--- src/rtl/counter_tick_ctrl_if.sv ---
// Control bundle between the board-side buttons/speed switches and the tick generator.
interface counter_tick_ctrl_if;
  logic       btn_run;
  logic       btn_step;
  logic [1:0] div_sel;
  logic       tick;
  logic       running;

  modport master (output btn_run, btn_step, div_sel, input tick, running);
  modport slave  (input btn_run, btn_step, div_sel, output tick, running);
endinterface

--- src/rtl/counter_tick_ctrl.sv ---
// Debounced run/pause + single-step tick-enable generator for the LED counter.
// Per-button sync/debounce/press-detect lives in counter_tick_ctrl_db.

module counter_tick_ctrl_db #(
  parameter int DB_CYCLES = 250_000
) (
  input  logic sysclk,
  input  logic reset,
  input  logic raw,
  output logic press
);
  localparam int CW = (DB_CYCLES > 1) ? $clog2(DB_CYCLES) : 1;
  localparam logic [CW-1:0] CNT_LAST = CW'(DB_CYCLES - 1);

  logic [1:0]    sync;
  logic          stable, stable_q;
  logic [CW-1:0] cnt;

  always_ff @(posedge sysclk or negedge reset) begin
    if (!reset) begin
      sync     <= '0;
      stable   <= 1'b0;
      stable_q <= 1'b0;
      cnt      <= '0;
      press    <= 1'b0;
    end else begin
      sync     <= {sync[0], raw};
      stable_q <= stable;
      press    <= stable & ~stable_q;
      // a level is only accepted after DB_CYCLES consecutive disagreeing samples
      if (sync[1] == stable) begin
        cnt <= '0;
      end else if (cnt == CNT_LAST) begin
        stable <= sync[1];
        cnt    <= '0;
      end else begin
        cnt <= cnt + 1'b1;
      end
    end
  end
endmodule

module counter_tick_ctrl #(
  parameter int DIV       = 25_000_000,
  parameter int DB_CYCLES = 250_000
) (
  input logic               sysclk,
  input logic               reset,
  counter_tick_ctrl_if.slave ctl
);
  localparam int NUM_BTN = 2;
  localparam int PW      = $clog2(DIV);

  typedef enum logic {PAUSED = 1'b0, RUNNING = 1'b1} state_t;

  logic [NUM_BTN-1:0] btn_raw, btn_press;
  logic               run_press, step_press;
  state_t             state;
  logic [PW-1:0]      pcnt, lim_m1;
  logic               tick_q, running_q;

  assign btn_raw = {ctl.btn_step, ctl.btn_run};

  counter_tick_ctrl_db #(.DB_CYCLES(DB_CYCLES)) u_db [NUM_BTN-1:0] (
    .sysclk (sysclk),
    .reset  (reset),
    .raw    (btn_raw),
    .press  (btn_press)
  );

  assign run_press  = btn_press[0];
  assign step_press = btn_press[1];

  always_comb lim_m1 = PW'((DIV >> ctl.div_sel) - 1);

  always_ff @(posedge sysclk or negedge reset) begin
    if (!reset) begin
      state     <= PAUSED;
      pcnt      <= '0;
      tick_q    <= 1'b0;
      running_q <= 1'b0;
    end else begin
      tick_q <= 1'b0;
      case (state)
        PAUSED: begin
          pcnt <= '0;
          // run wins over a coincident step
          if (run_press) begin
            state     <= RUNNING;
            running_q <= 1'b1;
          end else if (step_press) begin
            tick_q <= 1'b1;
          end
        end
        RUNNING: begin
          if (run_press) begin
            state     <= PAUSED;
            running_q <= 1'b0;
            pcnt      <= '0;
          end else if (pcnt >= lim_m1) begin
            // >= so a shrinking div_sel wraps at once instead of overrunning
            pcnt   <= '0;
            tick_q <= 1'b1;
          end else begin
            pcnt <= pcnt + 1'b1;
          end
        end
        default: begin
          state     <= PAUSED;
          running_q <= 1'b0;
          pcnt      <= '0;
        end
      endcase
    end
  end

  assign ctl.tick    = tick_q;
  assign ctl.running = running_q;
endmodule
--- src/flat_wrapper.sv ---
// flat-port wrapper written by rule: the top's interface ports become plain ports
module counter_tick_ctrl_flat 
#(
  parameter int DIV       = 25_000_000,
  parameter int DB_CYCLES = 250_000
)
  (sysclk, reset, ctl_btn_run, ctl_btn_step, ctl_div_sel, ctl_tick, ctl_running);
  counter_tick_ctrl_if ctl_i ();
  input logic sysclk;
  input logic reset;
  input wire logic [$bits(ctl_i.btn_run)-1:0] ctl_btn_run;
  input wire logic [$bits(ctl_i.btn_step)-1:0] ctl_btn_step;
  input wire logic [$bits(ctl_i.div_sel)-1:0] ctl_div_sel;
  output wire logic [$bits(ctl_i.tick)-1:0] ctl_tick;
  output wire logic [$bits(ctl_i.running)-1:0] ctl_running;
  assign ctl_i.btn_run = ctl_btn_run;
  assign ctl_i.btn_step = ctl_btn_step;
  assign ctl_i.div_sel = ctl_div_sel;
  assign ctl_tick = ctl_i.tick;
  assign ctl_running = ctl_i.running;
  counter_tick_ctrl #(.DIV(DIV), .DB_CYCLES(DB_CYCLES)) u_core (.sysclk(sysclk), .reset(reset), .ctl(ctl_i));
endmodule
--- config.mk ---
export PLATFORM = sky130hd
export DESIGN_NAME = counter_tick_ctrl_flat
export DESIGN_NICKNAME = d
export VERILOG_FILES = /design/src/rtl/counter_tick_ctrl_if.sv /design/src/rtl/counter_tick_ctrl.sv /design/src/flat_wrapper.sv
export SDC_FILE = /design/constraint.sdc
export NUM_CORES = 1
export LEC_CHECK = 0
export CORE_ASPECT_RATIO = 1.2
export CORE_UTILIZATION = 65
export DETAILED_ROUTE_END_ITERATION = 10
export PLACE_DENSITY_LB_ADDON = 0.3
export SLEW_MARGIN = 20
export SYNTH_ARGS = -nofsm -noshare
export SYNTH_HDL_FRONTEND = slang
export SYNTH_HIERARCHICAL = 1
export SYNTH_SLANG_ARGS = --single-unit
--- constraint.sdc ---
create_clock -name sysclk -period 3.3 [get_ports sysclk]
set_input_delay 0.66 -clock sysclk [delete_from_list [all_inputs] [get_ports sysclk]]
set_output_delay 0.66 -clock sysclk [all_outputs]
set_load 0.005 [all_outputs]
==> results of run 1 <==
final cells by class:
type                    instances  area [um2]
inverters                      12       45.04
flip-flops and latches         74        1852
clock inverters                 3       17.52
multi-input cells             334        2271
fillers                       437        1583
repair buffers                 17       155.1
clock buffers                  11       141.4
well taps                      82       102.6
worst reg2reg max path, cell delays in order (launching register included):
cell	delay, ns
dfrtp_1	0.45
ha_1	0.35
and3_1	0.19
a221oi_1	0.34
o311a_1	0.24
nor2_1	0.08
buf_4	0.19
nor4_1	0.38
cells by family after synthesis:
logic type      synth area share [%]
mux                           0.5298
other cells                   0.1767
flops                          43.57
buf+inv                        3.091
compound gates                 9.480
xor+xnor                       9.067
simple gates                   26.73
fa+ha+maj                      7.359
synth_stat cells, drive strengths merged, types with 7 or more instances:
cell type  number
dfrtp          74
nand2          41
nor2           40
xor2           29
nand3          26
nor4           26
ha             25
a21oi          20
xnor2          15
nand4          13
and4           12
inv            12
nor3           12
or4            10
clkbuf          8
o31ai           8
o211ai          7
o21ai           7
registers in the layout, indices dropped and copies added (netlist names):
signal,count
u_core/u_db/cnt,36
u_core/pcnt,25
u_core/u_db/sync,4
u_core/u_db/press,2
u_core/u_db/stable,2
u_core/u_db/stable_q,2
u_core/ctl.running,1
u_core/ctl.tick,1
u_core/state,1
power breakdown:
part / internal, mW / switching [mW]
logic: 0.0244 / 0.0478
registers: 0.915 / 0.00671
clock network: 0.282 / 0.299
cells in the final DEF (no fill, tap or decap), types with 3 or more instances in the layout:
master and n:
xnor2_1 15, xor2_1 29, nor2_1 40, a21oi_1 20, nand4_1 12, nand3_1 26
o21ai_0 7, buf_4 10, or3_1 4, nor4_1 25, nor2b_1 3, conb_1 3
inv_1 12, or4_1 8, clkbuf_8 10, nor3_1 12, nand2_1 41, clkdlybuf4s50_1 6
o31ai_1 8, dfrtp_1 74, and3_1 6, ha_1 25, and4_1 10, o211ai_1 7
worst max-delay path by stage:
| stage | startpoint | end | slack (ns) |
|---|---|---|---|
| after floorplan | ctl_div_sel[1] | u_core/pcnt[20]$_DFF_PN0_ | 0.64 |
| after global placement | ctl_div_sel[1] | u_core/ctl.tick$_DFF_PN0_ | 0.15 |
| after detailed placement | ctl_div_sel[1] | u_core/pcnt[14]$_DFF_PN0_ | -0.1 |
| after CTS | ctl_div_sel[1] | u_core/pcnt[15]$_DFF_PN0_ | 0.23 |
| after global routing | ctl_div_sel[1] | u_core/pcnt[15]$_DFF_PN0_ | 0.04 |
| final | ctl_div_sel[1] | u_core/pcnt[15]$_DFF_PN0_ | 0.23 |
routing by layer:
metal	wire length (um)	up-vias
met5	0	-
met4	168	0
met3	298	14
met2	4424	73
met1	3743	1641
li1	-	1626
metrics by stage:
step           hold slack, ns  TNS, ns  utilization [%]  setup WS, ns  std cells
6_report               0.3486        0            74.34        0.2308        533
3_5_place_dp           0.3347  -0.2603            71.76      -0.09820        519
2_1_floorplan          0.3312        0                -        0.6400        434
3_3_place_gp           0.3342        0            71.76        0.1525        519
4_1_cts                0.3499        0            74.34        0.2260        533
5_1_grt                0.3592        0            74.34       0.03844        533
==> impl_results.html, run 1 <==
<table>
<tr><th>Metric</th><th>Value</th></tr>
<tr><th colspan="2">Floorplan</th></tr>
<tr><td>Overall die width</td><td>75.82 um</td></tr>
<tr><td>Core area</td><td>6167 um2</td></tr>
<tr><td>Initial cell density of the core</td><td>68.92%</td></tr>
<tr><td>Vertical extent of the die</td><td>90.58 um</td></tr>
<tr><td>Ports placed on the boundary</td><td>8</td></tr>
<tr><td>Cell row count</td><td>31</td></tr>
<tr><td>Total Die Area</td><td>6868 um2</td></tr>
<tr><th colspan="2">Layout</th></tr>
<tr><td>Final cell area excluding filler cells</td><td>4584 um2</td></tr>
<tr><td>Post-layout net count</td><td>479</td></tr>
<tr><td>Area delta synth-&gt;final</td><td>7.860%</td></tr>
<tr><td>Ant. Diodes</td><td>0</td></tr>
<tr><td>Share of cells above drive strength 1</td><td>8.426%</td></tr>
<tr><th colspan="2">Timing</th></tr>
<tr><td>Number of hold violations in the final report</td><td>0</td></tr>
<tr><td>RSZ-0062 raised after global routing</td><td>false</td></tr>
<tr><td>Final critical-path share of the clock period</td><td>93.01%</td></tr>
<tr><td>Final slew viol count</td><td>0</td></tr>
<tr><td>Count of final setup violators</td><td>0</td></tr>
<tr><td>Highest Clock Rate</td><td>0.3258 GHz</td></tr>
<tr><td>Worst max-slew margin expressed relative to the limit</td><td>35.86%</td></tr>
<tr><td>Clock skew</td><td>0.009246 ns</td></tr>
<tr><td>Post-layout minimum cycle time</td><td>3.069 ns</td></tr>
<tr><td>Slew at the pin with the worst max-slew slack</td><td>0.9533 ns</td></tr>
<tr><th colspan="2">CTS</th></tr>
<tr><td>Sink count of the clock tree</td><td>74</td></tr>
<tr><td>CTS tree</td><td>yes</td></tr>
<tr><td>Total of hold buffers inserted after clock tree synthesis</td><td>0</td></tr>
<tr><td>Buffers from clock root to sink, at most</td><td>2</td></tr>
<tr><td>Total clock buffers created by CTS</td><td>9</td></tr>
<tr><td>CTS H-tree depth</td><td>3</td></tr>
<tr><td>Clk_lat worst skew</td><td>0.34 ns</td></tr>
<tr><td>Buffers inserted during post-CTS setup optimization</td><td>0</td></tr>
<tr><td>Number of cells upsized or downsized after cts</td><td>0</td></tr>
<tr><td>Library cell used as clock root buffer</td><td>clkbuf_8</td></tr>
<tr><td>Clock-pin slew of the registers on the worst-case setup and hold paths</td><td>0.07 ns</td></tr>
<tr><th colspan="2">Routing</th></tr>
<tr><td>Final routed wirelength across all metal layers</td><td>8.634 mm</td></tr>
<tr><td>Number of nets with antenna violations after detailed routing</td><td>0</td></tr>
<tr><td>Wire per inst</td><td>16.20 um</td></tr>
<tr><td>Count of vias placed by the detailed router</td><td>3,354</td></tr>
<tr><td>Per-cell via count in the routed design</td><td>6.293</td></tr>
<tr><td>Detailed-routing iteration count for the pre-antenna-repair pass</td><td>4</td></tr>
<tr><td>Number of remaining DRC errors</td><td>0</td></tr>
<tr><td>Initial DRC Count</td><td>263</td></tr>
<tr><th colspan="2">Global routing</th></tr>
<tr><td>Met1 Use GR</td><td>32.12%</td></tr>
<tr><td>Global-route met3 utilization</td><td>5.357%</td></tr>
<tr><td>GRT Total Usage</td><td>27.23%</td></tr>
<tr><td>Number of global-route vias before repair</td><td>3,245</td></tr>
<tr><td>Global-route wire length before repair</td><td>14.08 mm</td></tr>
<tr><td>GR peak layer</td><td>met2</td></tr>
<tr><td>Overflow left after global routing</td><td>0</td></tr>
<tr><td>Pin count of the biggest net entering global routing</td><td>75</td></tr>
<tr><td>Initial antenna violation count</td><td>0</td></tr>
<tr><td>Met2 capacity usage during global routing</td><td>46.09%</td></tr>
<tr><th colspan="2">Setup path</th></tr>
<tr><td>Most Frequent Cell on Critical Path</td><td>nor2_1</td></tr>
<tr><td>Crit. End Element</td><td>register</td></tr>
<tr><td>Setup crit start kind</td><td>primary input</td></tr>
<tr><td>Kind of critical path</td><td>in -&gt; reg</td></tr>
<tr><td>Worst path max stage delay</td><td>0.53 ns</td></tr>
<tr><td>Total buffers and inverters traversed by the critical path</td><td>3</td></tr>
<tr><td>Critical path depth in cells</td><td>10</td></tr>
<tr><td>R2r worst-path depth</td><td>7</td></tr>
<tr><td>Required @ worst endpoint</td><td>3.51 ns</td></tr>
<tr><td>Largest fanout of any net on the critical path</td><td>11</td></tr>
<tr><td>Cell with the largest stage delay on the worst path</td><td>clkdlybuf4s50_1</td></tr>
<tr><td>Worst path cell trace</td><td>clkdlybuf4s50_1 -&gt; inv_1 -&gt; nor2_1 -&gt; ha_1 -&gt; and3_1 -&gt; a221oi_1 -&gt; o311a_1 -&gt; nor2_1 -&gt; buf_4 -&gt; nor4_1</td></tr>
<tr><td>Delay-heaviest family, CP</td><td>simple AND/OR/NAND/NOR gates</td></tr>
<tr><td>Destination of the worst register-to-register timing path</td><td>u_core/pcnt[15]$_DFF_PN0_</td></tr>
<tr><td>Arrival time of the worst setup path</td><td>3.28 ns</td></tr>
<tr><td>Slack of the worst reg-to-reg path</td><td>0.97 ns</td></tr>
<tr><td>Source of the worst register-to-register timing path</td><td>u_core/pcnt[11]$_DFF_PN0_</td></tr>
<tr><th colspan="2">Run</th></tr>
<tr><td>Max Cap Violations</td><td>0</td></tr>
<tr><th colspan="2">Synth</th></tr>
<tr><td>Share of synthesized flip-flops with an asynchronous set or reset</td><td>100.0%</td></tr>
<tr><td>Top-area cell type share of the netlist area</td><td>43.57%</td></tr>
<tr><td>Cell types with the largest area share after synthesis</td><td>dfrtp_1 (44%), ha_1 (7.4%), xor2_1 (6.0%)</td></tr>
<tr><td>Yosys warning total</td><td>6</td></tr>
<tr><td>Number of enable-type register cells in the synthesized netlist</td><td>0</td></tr>
<tr><td>Synth Flop Type</td><td>dfrtp_1</td></tr>
<tr><td>Number of library cell types mapped by synthesis</td><td>50</td></tr>
<tr><td>Synthesized area divided by synthesized cell count</td><td>9.816 um2</td></tr>
<tr><td>Cell type contributing the most total cell area after synthesis</td><td>dfrtp_1</td></tr>
<tr><td>Sequential share of the synthesized area</td><td>43.57%</td></tr>
<tr><td>Post-Syn Instances</td><td>433</td></tr>
<tr><td>Post-synthesis instance area</td><td>4250 um2</td></tr>
<tr><td>Flops &amp; latches, synth</td><td>74</td></tr>
<tr><th colspan="2">Run status</th></tr>
<tr><td>Result of the run</td><td>complete, no violations</td></tr>
<tr><th colspan="2">Placed design</th></tr>
<tr><td>Final Wtd Congestion</td><td>0.8160</td></tr>
<tr><td>Placed cell areas</td><td>4425 um2</td></tr>
<tr><td>Post-DP HPWL</td><td>5.903 mm</td></tr>
<tr><td>Buffers on Ports</td><td>7</td></tr>
<tr><th colspan="2">Pwr</th></tr>
<tr><td>Sum of internal, switching and leakage power</td><td>1.575 mW</td></tr>
<tr><td>Maximum vdd drop</td><td>311.7 uV</td></tr>
<tr><td>Power per unit of standard cell area</td><td>343.6 nW/um2</td></tr>
<tr><td>P_leak</td><td>1.983 nW</td></tr>
<tr><th colspan="2">Min path</th></tr>
<tr><td>Worst hold path depth</td><td>0</td></tr>
<tr><td>Worst hold start</td><td>u_core/u_db[0]/sync[0]$_DFF_PN0_</td></tr>
<tr><td>Class of the most critical hold timing path</td><td>reg -&gt; reg</td></tr>
<tr><td>Terminating pin of the worst hold path</td><td>u_core/u_db[0]/sync[1]$_DFF_PN0_</td></tr>
</table>
(Power assumes the default switching activity.)
==> run 2: changes to the inputs <==
--- a/config.mk
+++ b/config.mk
@@ -5,9 +5,11 @@
 export SDC_FILE = /design/constraint.sdc
 export NUM_CORES = 1
 export LEC_CHECK = 0
+export CAP_MARGIN = 20
 export CORE_ASPECT_RATIO = 1.2
-export CORE_UTILIZATION = 65
+export CORE_UTILIZATION = 62
 export DETAILED_ROUTE_END_ITERATION = 10
+export MAX_ROUTING_LAYER = met4
 export PLACE_DENSITY_LB_ADDON = 0.3
 export SLEW_MARGIN = 20
 export SYNTH_ARGS = -nofsm -noshare
==> constraint.sdc (replaced) <==
create_clock -name sysclk -period 2.9 [get_ports sysclk]
set_input_delay 0.58 -clock sysclk [delete_from_list [all_inputs] [get_ports sysclk]]
set_output_delay 0.58 -clock sysclk [all_outputs]
set_load 0.005 [all_outputs]
==> run 2 against run 1 <==
- core utilization shrank 1.9 points
- register-to-register slack lost 0.38 ns
- first-iteration DRC count shrank 14%
- clock power grew 28%
- critical path type unchanged
- combinational power grew 25%
- flip-flop and latch count is the same
- highest routed layer unchanged
- worst hold slack gained 0.0082 ns
- clock skew grew 0.0025 ns
==> impl_results.html, run 2 (synthesized netlist as in run 1, its figures left out) <==
<table>
<tr><th>Metric</th><th>Value</th></tr>
<tr><th colspan="2">Run status</th></tr>
<tr><td>Result of the run</td><td>complete, no violations</td></tr>
<tr><th colspan="2">Global routing</th></tr>
<tr><td>GRT Total Usage</td><td>27.20% (-0.034 points)</td></tr>
<tr><td>Global-route met3 utilization</td><td>4.828% (-0.53 points)</td></tr>
<tr><td>Number of global-route vias before repair</td><td>3,411 (+5.1%)</td></tr>
<tr><td>Met2 capacity usage during global routing</td><td>45.58% (-0.52 points)</td></tr>
<tr><td>Met1 Use GR</td><td>31.45% (-0.67 points)</td></tr>
<tr><td>GR peak layer</td><td>met2</td></tr>
<tr><td>Initial antenna violation count</td><td>0 (unchanged)</td></tr>
<tr><td>Overflow left after global routing</td><td>0 (unchanged)</td></tr>
<tr><td>Global-route wire length before repair</td><td>14.95 mm (+6.2%)</td></tr>
<tr><td>Pin count of the biggest net entering global routing</td><td>75 (unchanged)</td></tr>
<tr><th colspan="2">Layout</th></tr>
<tr><td>Ant. Diodes</td><td>0 (unchanged)</td></tr>
<tr><td>Number of flip-flops under the largest register name</td><td>36 (unchanged)</td></tr>
<tr><td>Area of combinational cells with multiple inputs</td><td>2286 um2 (+0.66%)</td></tr>
<tr><td>Register Area</td><td>1852 um2 (unchanged)</td></tr>
<tr><td>Reg with most FFs</td><td>u_core/u_db/cnt</td></tr>
<tr><td>Area delta synth-&gt;final</td><td>11.25%</td></tr>
<tr><td>Commonest cells after routing, fill and taps aside</td><td>dfrtp_1 (74), nand2_1 (41), nor2_1 (39)</td></tr>
<tr><td>Registers with the most flip-flops</td><td>u_core/u_db/cnt x36, u_core/pcnt x25, u_core/u_db/sync x4</td></tr>
<tr><td>Fill cell count</td><td>458 (+4.8%)</td></tr>
<tr><td>Post-layout net count</td><td>493 (+2.9%)</td></tr>
<tr><td>Share of cells above drive strength 1</td><td>11.56% (+3.1 points)</td></tr>
<tr><td>Commonest non-fill, non-tap cell in the layout</td><td>dfrtp_1</td></tr>
<tr><th colspan="2">Setup path</th></tr>
<tr><td>Cell with the largest stage delay on the worst path</td><td>clkdlybuf4s50_1</td></tr>
<tr><td>Setup crit start kind</td><td>primary input</td></tr>
<tr><td>Kind of critical path</td><td>in -&gt; reg</td></tr>
<tr><td>Total buffers and inverters traversed by the critical path</td><td>3 (unchanged)</td></tr>
<tr><td>Delay-heaviest family, CP</td><td>buffers and inverters</td></tr>
<tr><td>Largest fanout of any net on the critical path</td><td>11 (unchanged)</td></tr>
<tr><td>Required @ worst endpoint</td><td>3.14 ns (-0.37 ns)</td></tr>
<tr><td>Worst path cell trace</td><td>clkdlybuf4s50_1 -&gt; inv_1 -&gt; nor2_2 -&gt; ha_1 -&gt; and3_1 -&gt; a221oi_1 -&gt; o311a_1 -&gt; nor2_1 -&gt; buf_4 -&gt; nor4_1</td></tr>
<tr><td>Worst path max stage delay</td><td>0.53 ns (about the same)</td></tr>
<tr><td>Crit. End Element</td><td>register</td></tr>
<tr><td>Arrival time of the worst setup path</td><td>2.99 ns (-0.29 ns)</td></tr>
<tr><th colspan="2">CTS</th></tr>
<tr><td>Buffers from clock root to sink, at most</td><td>2 (unchanged)</td></tr>
<tr><td>Library cell used as clock root buffer</td><td>clkbuf_8</td></tr>
<tr><td>CTS tree</td><td>yes</td></tr>
<tr><td>Sink count of the clock tree</td><td>74 (unchanged)</td></tr>
<tr><td>CTS H-tree depth</td><td>3 (unchanged)</td></tr>
<tr><td>Total clock buffers created by CTS</td><td>9 (unchanged)</td></tr>
<tr><td>Clock-pin slew of the registers on the worst-case setup and hold paths</td><td>0.07 ns (about the same)</td></tr>
<tr><td>Clk_lat worst skew</td><td>0.34 ns (about the same)</td></tr>
<tr><td>Buffers inserted during post-CTS setup optimization</td><td>0 (unchanged)</td></tr>
<tr><th colspan="2">Pwr</th></tr>
<tr><td>Cell internal power dissipation</td><td>1.473 mW (+21%)</td></tr>
<tr><td>Share of total power consumed by net switching</td><td>21.90% (-0.52 points)</td></tr>
<tr><td>Sum of internal, switching and leakage power</td><td>1.886 mW (+20%)</td></tr>
<tr><td>Net Sw Power</td><td>413.0 uW (+17%)</td></tr>
<tr><td>Maximum vdd drop</td><td>448.2 uV (+44%)</td></tr>
<tr><td>Combinational share of power</td><td>4.8% (+0.2 points)</td></tr>
<tr><td>Proportion of power drawn by flip-flops and latches</td><td>55.6% (-2.9 points)</td></tr>
<tr><td>Clock network fraction of total power</td><td>39.6% (+2.7 points)</td></tr>
<tr><td>Power per unit of standard cell area</td><td>398.8 nW/um2 (+16%)</td></tr>
<tr><td>P_leak</td><td>2.062 nW (+4.0%)</td></tr>
<tr><th colspan="2">Timing</th></tr>
<tr><td>Worst max-slew margin expressed relative to the limit</td><td>40.04% (+4.2 points)</td></tr>
<tr><td>Slew at the pin with the worst max-slew slack</td><td>0.8994 ns (-0.05391 ns)</td></tr>
<tr><td>Number of hold violations in the final report</td><td>0 (unchanged)</td></tr>
<tr><td>Final-layout worst hold slack</td><td>0.3567 ns (+0.008186 ns)</td></tr>
<tr><td>RSZ-0062 raised after global routing</td><td>true</td></tr>
<tr><td>Clock skew</td><td>0.01170 ns (+0.002458 ns)</td></tr>
<tr><td>Aggregate negative setup slack</td><td>0 ns (unchanged)</td></tr>
<tr><td>Final critical-path share of the clock period</td><td>94.80%</td></tr>
<tr><td>Highest Clock Rate</td><td>0.3638 GHz</td></tr>
<tr><td>Count of final setup violators</td><td>0 (unchanged)</td></tr>
<tr><td>Post-layout minimum cycle time</td><td>2.749 ns</td></tr>
<tr><td>Final slew viol count</td><td>0 (unchanged)</td></tr>
<tr><th colspan="2">Floorplan</th></tr>
<tr><td>Cell row count</td><td>32 (+3.2%)</td></tr>
<tr><td>Ports placed on the boundary</td><td>8 (unchanged)</td></tr>
<tr><td>Initial cell density of the core</td><td>65.13% (-3.8 points)</td></tr>
<tr><td>Overall die width</td><td>77.59 um (+2.3%)</td></tr>
<tr><td>Core area</td><td>6526 um2 (+5.8%)</td></tr>
<tr><td>Total Die Area</td><td>7192 um2 (+4.7%)</td></tr>
<tr><td>Vertical extent of the die</td><td>92.70 um (+2.3%)</td></tr>
<tr><th colspan="2">Routing</th></tr>
<tr><td>Final routed wirelength across all metal layers</td><td>8.592 mm (-0.49%)</td></tr>
<tr><td>Initial DRC Count</td><td>225 (-14%)</td></tr>
<tr><td>Number of remaining DRC errors</td><td>0 (unchanged)</td></tr>
<tr><td>Number of nets with antenna violations after detailed routing</td><td>0 (unchanged)</td></tr>
<tr><td>Per-cell via count in the routed design</td><td>6.062 (-3.7%)</td></tr>
<tr><td>Detailed-routing iteration count for the pre-antenna-repair pass</td><td>4 (unchanged)</td></tr>
<tr><td>Count of vias placed by the detailed router</td><td>3,346 (-0.24%)</td></tr>
<tr><td>Wire per inst</td><td>15.57 um (-3.9%)</td></tr>
<tr><th colspan="2">Placed design</th></tr>
<tr><td>Post-DP HPWL</td><td>5.973 mm (+1.2%)</td></tr>
<tr><td>Final Wtd Congestion</td><td>0.8551 (+4.8%)</td></tr>
<tr><td>Buffers on Ports</td><td>7 (unchanged)</td></tr>
<tr><th colspan="2">Min path</th></tr>
<tr><td>Class of the most critical hold timing path</td><td>in -&gt; async</td></tr>
<tr><th colspan="2">Run</th></tr>
<tr><td>Max Cap Violations</td><td>0 (unchanged)</td></tr>
</table>
run 2: changes by cell type in the layout (fill, tap and decap cells not counted):
cell,change
nor4_1,-2
nor2_1,-1
clkbuf_8,-1
nor4_2,+2
clkbuf_1,+3
buf_4,+14
clkinvlp_4,-1
nor2_2,+1
bufinv_16,+1
run 2: path summary, 6_finish.rpt:
kind | startpoint | endpoint | slack [ns] | cells past startpoint
setup reg to reg | u_core/pcnt[0]$_DFF_PN0_ | u_core/pcnt[24]$_DFF_PN0_ | 0.59 | 6
hold reg to reg | u_core/u_db[1]/sync[0]$_DFF_PN0_ | u_core/u_db[1]/sync[1]$_DFF_PN0_ | 0.36 | 0
min in group sysclk | u_core/u_db[1]/sync[0]$_DFF_PN0_ | u_core/u_db[1]/sync[1]$_DFF_PN0_ | 0.36 | 0
hold / removal | reset | u_core/u_db[0]/cnt[10]$_DFF_PN0_ | 0.36 | 1
setup / recovery | ctl_div_sel[1] | u_core/pcnt[14]$_DFF_PN0_ | 0.15 | 10
max in group asynchronous | reset | u_core/pcnt[11]$_DFF_PN0_ | 1.95 | 1
run 2: worst register-to-register path, cell delays in order (launching register included):
cell,delay (ns)
dfrtp_1,0.46
ha_1,0.29
nand4_1,0.16
or4_4,0.51
or4_4,0.50
xor2_1,0.16
nor4_2,0.13
run 2: final cells by class:
| cell class | count | share of cell area [%] |
|---|---|---|
| clock inverters | 3 | 0.8468 |
| inverters | 12 | 0.9526 |
| flip-flops and latches | 74 | 39.16 |
| clock buffers | 13 | 2.937 |
| repair buffers | 31 | 5.504 |
| well taps | 85 | 2.249 |
| multi-input cells | 334 | 48.35 |
run 2: power by group through the flow:
stage / clock network, mW / registers (mW) / logic [mW]
2_1_floorplan: 0 / 1.07 / 0.0434
3_3_place_gp: 0 / 1.07 / 0.0871
3_5_place_dp: 0 / 1.07 / 0.0917
4_1_cts: 0.767 / 1.05 / 0.0918
5_1_grt: 0.802 / 1.05 / 0.105
6_report: 0.746 / 1.05 / 0.0904
run 2: metrics by stage:
step | utilization (%) | instances | area, um2 | setup slack (ns)
3_5_place_dp | 69.48 | 536 | 4534 | -0.2493
6_report | 72.45 | 552 | 4728 | 0.1509
2_1_floorplan | - | 434 | 4254 | 0.3200
4_1_cts | 72.22 | 552 | 4713 | 0.08480
5_1_grt | 72.45 | 552 | 4728 | -0.02052
3_3_place_gp | 69.48 | 536 | 4534 | -0.1307
run 2: layer usage:
layer	share of wire, %	vias to the layer above
li1	-	1645
met1	44	1630
met3	2.8	12
met4	1.7	0
met5	0	-
met2	52	59
run 2: timing repair:
| item | in CTS | in global routing |
|---|---|---|
| setup endpoints to repair | 0 | 17 |
| hold buffers | 0 | 0 |
| gates resized for setup | 0 | 3 |
==> run 3: changes to the inputs <==
--- a/config.mk
+++ b/config.mk
@@ -7,9 +7,9 @@
 export LEC_CHECK = 0
 export CAP_MARGIN = 20
 export CORE_ASPECT_RATIO = 1.2
-export CORE_UTILIZATION = 62
+export CORE_UTILIZATION = 64
 export DETAILED_ROUTE_END_ITERATION = 10
-export MAX_ROUTING_LAYER = met4
+export DONT_BUFFER_PORTS = 1
 export PLACE_DENSITY_LB_ADDON = 0.3
 export SLEW_MARGIN = 20
 export SYNTH_ARGS = -nofsm -noshare
==> constraint.sdc (replaced) <==
create_clock -name sysclk -period 2.9 [get_ports sysclk]
set_input_delay 0.725 -clock sysclk [delete_from_list [all_inputs] [get_ports sysclk]]
set_output_delay 0.725 -clock sysclk [all_outputs]
set_load 0.005 [all_outputs]
==> run 3 against run 2 <==
- final area fell by 4.4%
- non-clock buffer count is 20 lower
- die area is 3.1% lower
- routed wire length down 2.7%
- critical path depth up 1
- critical endpoint is now u_core/pcnt[11]$_DFF_PN0_
- highest routed layer unchanged
==> impl_results.html, run 3 (synthesized netlist as in run 1, its figures left out) <==
<table>
<tr><th>Metric</th><th>Value</th></tr>
<tr><th colspan="2">Timing</th></tr>
<tr><td>Worst max-slew margin expressed relative to the limit</td><td>62.19% (+22 points)</td></tr>
<tr><td>Final-layout worst hold slack</td><td>0.07437 ns (-0.2824 ns)</td></tr>
<tr><td>Count of final setup violators</td><td>0 (unchanged)</td></tr>
<tr><td>Final critical-path share of the clock period</td><td>87.75% (-7.0 points)</td></tr>
<tr><td>RSZ-0062 raised after global routing</td><td>false</td></tr>
<tr><td>Highest Clock Rate</td><td>0.3929 GHz (+8.0%)</td></tr>
<tr><td>Clock skew</td><td>0.007970 ns (-0.003735 ns)</td></tr>
<tr><td>Aggregate negative setup slack</td><td>0 ns (unchanged)</td></tr>
<tr><td>Number of hold violations in the final report</td><td>0 (unchanged)</td></tr>
<tr><td>Slew at the pin with the worst max-slew slack</td><td>0.5652 ns (-0.3342 ns)</td></tr>
<tr><td>Post-layout minimum cycle time</td><td>2.545 ns (-0.2043 ns)</td></tr>
<tr><td>Final slew viol count</td><td>0 (unchanged)</td></tr>
<tr><th colspan="2">Layout</th></tr>
<tr><td>Commonest non-fill, non-tap cell in the layout</td><td>dfrtp_1</td></tr>
<tr><td>Number of flip-flops under the largest register name</td><td>36 (unchanged)</td></tr>
<tr><td>Share of cells above drive strength 1</td><td>8.296% (-3.3 points)</td></tr>
<tr><td>Fill cell count</td><td>505 (+10%)</td></tr>
<tr><td>Registers with the most flip-flops</td><td>u_core/u_db/cnt x36, u_core/pcnt x25, u_core/u_db/sync x4</td></tr>
<tr><td>Area delta synth-&gt;final</td><td>6.388%</td></tr>
<tr><td>Commonest cells after routing, fill and taps aside</td><td>dfrtp_1 (74), nand2_1 (41), nor2_1 (40)</td></tr>
<tr><td>Post-layout net count</td><td>473 (-4.1%)</td></tr>
<tr><td>Reg with most FFs</td><td>u_core/u_db/cnt</td></tr>
<tr><td>Ant. Diodes</td><td>0 (unchanged)</td></tr>
<tr><th colspan="2">Floorplan</th></tr>
<tr><td>Cell row count</td><td>32 (unchanged)</td></tr>
<tr><td>Total Die Area</td><td>6972 um2 (-3.1%)</td></tr>
<tr><td>Ports placed on the boundary</td><td>8 (unchanged)</td></tr>
<tr><td>Overall die width</td><td>76.39 um (-1.5%)</td></tr>
<tr><td>Initial cell density of the core</td><td>66.35% (+1.2 points)</td></tr>
<tr><td>Vertical extent of the die</td><td>91.27 um (-1.5%)</td></tr>
<tr><td>Core area</td><td>6406 um2 (-1.8%)</td></tr>
<tr><th colspan="2">Global routing</th></tr>
<tr><td>Number of global-route vias before repair</td><td>3,216 (-5.7%)</td></tr>
<tr><td>Initial antenna violation count</td><td>0 (unchanged)</td></tr>
<tr><td>Overflow left after global routing</td><td>0 (unchanged)</td></tr>
<tr><td>GRT Total Usage</td><td>26.75% (-0.45 points)</td></tr>
<tr><td>Pin count of the biggest net entering global routing</td><td>75 (unchanged)</td></tr>
<tr><td>Global-route wire length before repair</td><td>14.66 mm (-1.9%)</td></tr>
<tr><th colspan="2">CTS</th></tr>
<tr><td>Library cell used as clock root buffer</td><td>clkbuf_8</td></tr>
<tr><td>CTS tree</td><td>yes</td></tr>
<tr><td>Buffers inserted during post-CTS setup optimization</td><td>0 (unchanged)</td></tr>
<tr><td>Total of hold buffers inserted after clock tree synthesis</td><td>0 (unchanged)</td></tr>
<tr><td>Clk_lat worst skew</td><td>0.34 ns (about the same)</td></tr>
<tr><td>CTS H-tree depth</td><td>3 (unchanged)</td></tr>
<tr><td>Sink count of the clock tree</td><td>74 (unchanged)</td></tr>
<tr><td>Buffers from clock root to sink, at most</td><td>2 (unchanged)</td></tr>
<tr><td>Total clock buffers created by CTS</td><td>9 (unchanged)</td></tr>
<tr><td>Clock-pin slew of the registers on the worst-case setup and hold paths</td><td>0.07 ns (about the same)</td></tr>
<tr><td>Number of cells upsized or downsized after cts</td><td>0 (unchanged)</td></tr>
<tr><th colspan="2">Pwr</th></tr>
<tr><td>P_leak</td><td>1.955 nW (-5.2%)</td></tr>
<tr><td>Power per unit of standard cell area</td><td>387.2 nW/um2 (-2.9%)</td></tr>
<tr><td>Maximum vdd drop</td><td>308.2 uV (-31%)</td></tr>
<tr><th colspan="2">Setup path</th></tr>
<tr><td>Arrival time of the worst setup path</td><td>2.78 ns (-0.21 ns)</td></tr>
<tr><td>Largest fanout of any net on the critical path</td><td>26 (+15)</td></tr>
<tr><td>Crit. End Element</td><td>register</td></tr>
<tr><td>Crit. Startpoint</td><td>ctl_div_sel[1]</td></tr>
<tr><td>Source of the worst register-to-register timing path</td><td>u_core/pcnt[0]$_DFF_PN0_</td></tr>
<tr><td>Required @ worst endpoint</td><td>3.13 ns (about the same)</td></tr>
<tr><td>Kind of critical path</td><td>in -&gt; reg</td></tr>
<tr><td>Setup crit start kind</td><td>primary input</td></tr>
<tr><th colspan="2">Routing</th></tr>
<tr><td>Number of remaining DRC errors</td><td>0 (unchanged)</td></tr>
<tr><td>Number of nets with antenna violations after detailed routing</td><td>0 (unchanged)</td></tr>
<tr><td>Detailed-routing iteration count for the pre-antenna-repair pass</td><td>5 (+1)</td></tr>
<tr><td>Initial DRC Count</td><td>298 (+32%)</td></tr>
<tr><td>Count of vias placed by the detailed router</td><td>3,332 (-0.42%)</td></tr>
<tr><td>Wire per inst</td><td>15.75 um (+1.2%)</td></tr>
<tr><td>Final routed wirelength across all metal layers</td><td>8.364 mm (-2.7%)</td></tr>
<tr><td>Per-cell via count in the routed design</td><td>6.275 (+3.5%)</td></tr>
<tr><th colspan="2">Placed design</th></tr>
<tr><td>Post-DP HPWL</td><td>5.823 mm (-2.5%)</td></tr>
<tr><td>Buffers on Ports</td><td>0 (-7)</td></tr>
<tr><td>Final Wtd Congestion</td><td>0.8569 (+0.21%)</td></tr>
<tr><th colspan="2">Run</th></tr>
<tr><td>Max Cap Violations</td><td>0 (unchanged)</td></tr>
<tr><th colspan="2">Min path</th></tr>
<tr><td>Class of the most critical hold timing path</td><td>in -&gt; async</td></tr>
<tr><th colspan="2">Run status</th></tr>
<tr><td>Result of the run</td><td>complete, no violations</td></tr>
</table>
-- run 3: power by group --
part	switching [mW]	internal, mW
registers	0.00816	1.04
clock network	0.344	0.304
logic	0.0322	0.0213
total	0.385	1.37
-- run 3: stage by stage --
step	std cells	worst slack [ns]	power (mW)	instance area [um2]	utilization, %
finish	531	0.3551	1.751	4522	70.59
CTS	531	0.3558	1.772	4522	70.59
floorplan	434	0.1750	1.111	4254	-
global placement	516	0.1520	1.118	4369	68.20
global route	531	0.2275	1.820	4522	70.59
detailed placement	516	0.004802	1.122	4369	68.20
-- run 3: routing by layer --
| metal | share of wire (%) | wire (um) | up-vias | GRT usage (%) |
|---|---|---|---|---|
| met5 | 0 | 0 | - | 0 |
| met4 | 1.7 | 146 | 0 | 10.90 |
| met3 | 3.2 | 270 | 13 | 5.729 |
| met2 | 51 | 4234 | 71 | 45.12 |
| met1 | 44 | 3712 | 1636 | 33.33 |
| li1 | - | - | 1612 | - |
-- run 3: worst max-delay path, cell delays in order --
cell	delay, ns
inv_1	0.05
nor2_1	0.31
inv_1	0.11
ha_1	0.30
ha_1	0.30
a21oi_1	0.14
o21ai_0	0.10
a21oi_1	0.20
nor3b_2	0.09
buf_12	0.17
nor4_1	0.29
-- run 3: cell type report --
cell class	count	area [um2]	share of cell area, %
Timing Repair Buffer	11	95.09	2.103
Multi-Input combinational cell	334	2271	50.22
Clock inverter	3	17.52	0.3874
Tap cell	85	106.4	2.352
Sequential cell	74	1852	40.95
Inverter	12	45.04	0.9961
Clock buffer	12	135.1	2.988
-- run 3: final timing paths --
check                      slack, ns  cells past startpoint                                to
hold / removal                  0.07                      0         u_core/pcnt[20]$_DFF_PN0_
setup / recovery                0.36                     11         u_core/pcnt[11]$_DFF_PN0_
setup reg to reg                0.60                      6         u_core/pcnt[24]$_DFF_PN0_
min in group sysclk             0.36                      0  u_core/u_db[1]/sync[1]$_DFF_PN0_
max in group asynchronous       2.70                      0   u_core/u_db[0]/cnt[6]$_DFF_PN0_
hold reg to reg                 0.36                      0  u_core/u_db[1]/sync[1]$_DFF_PN0_
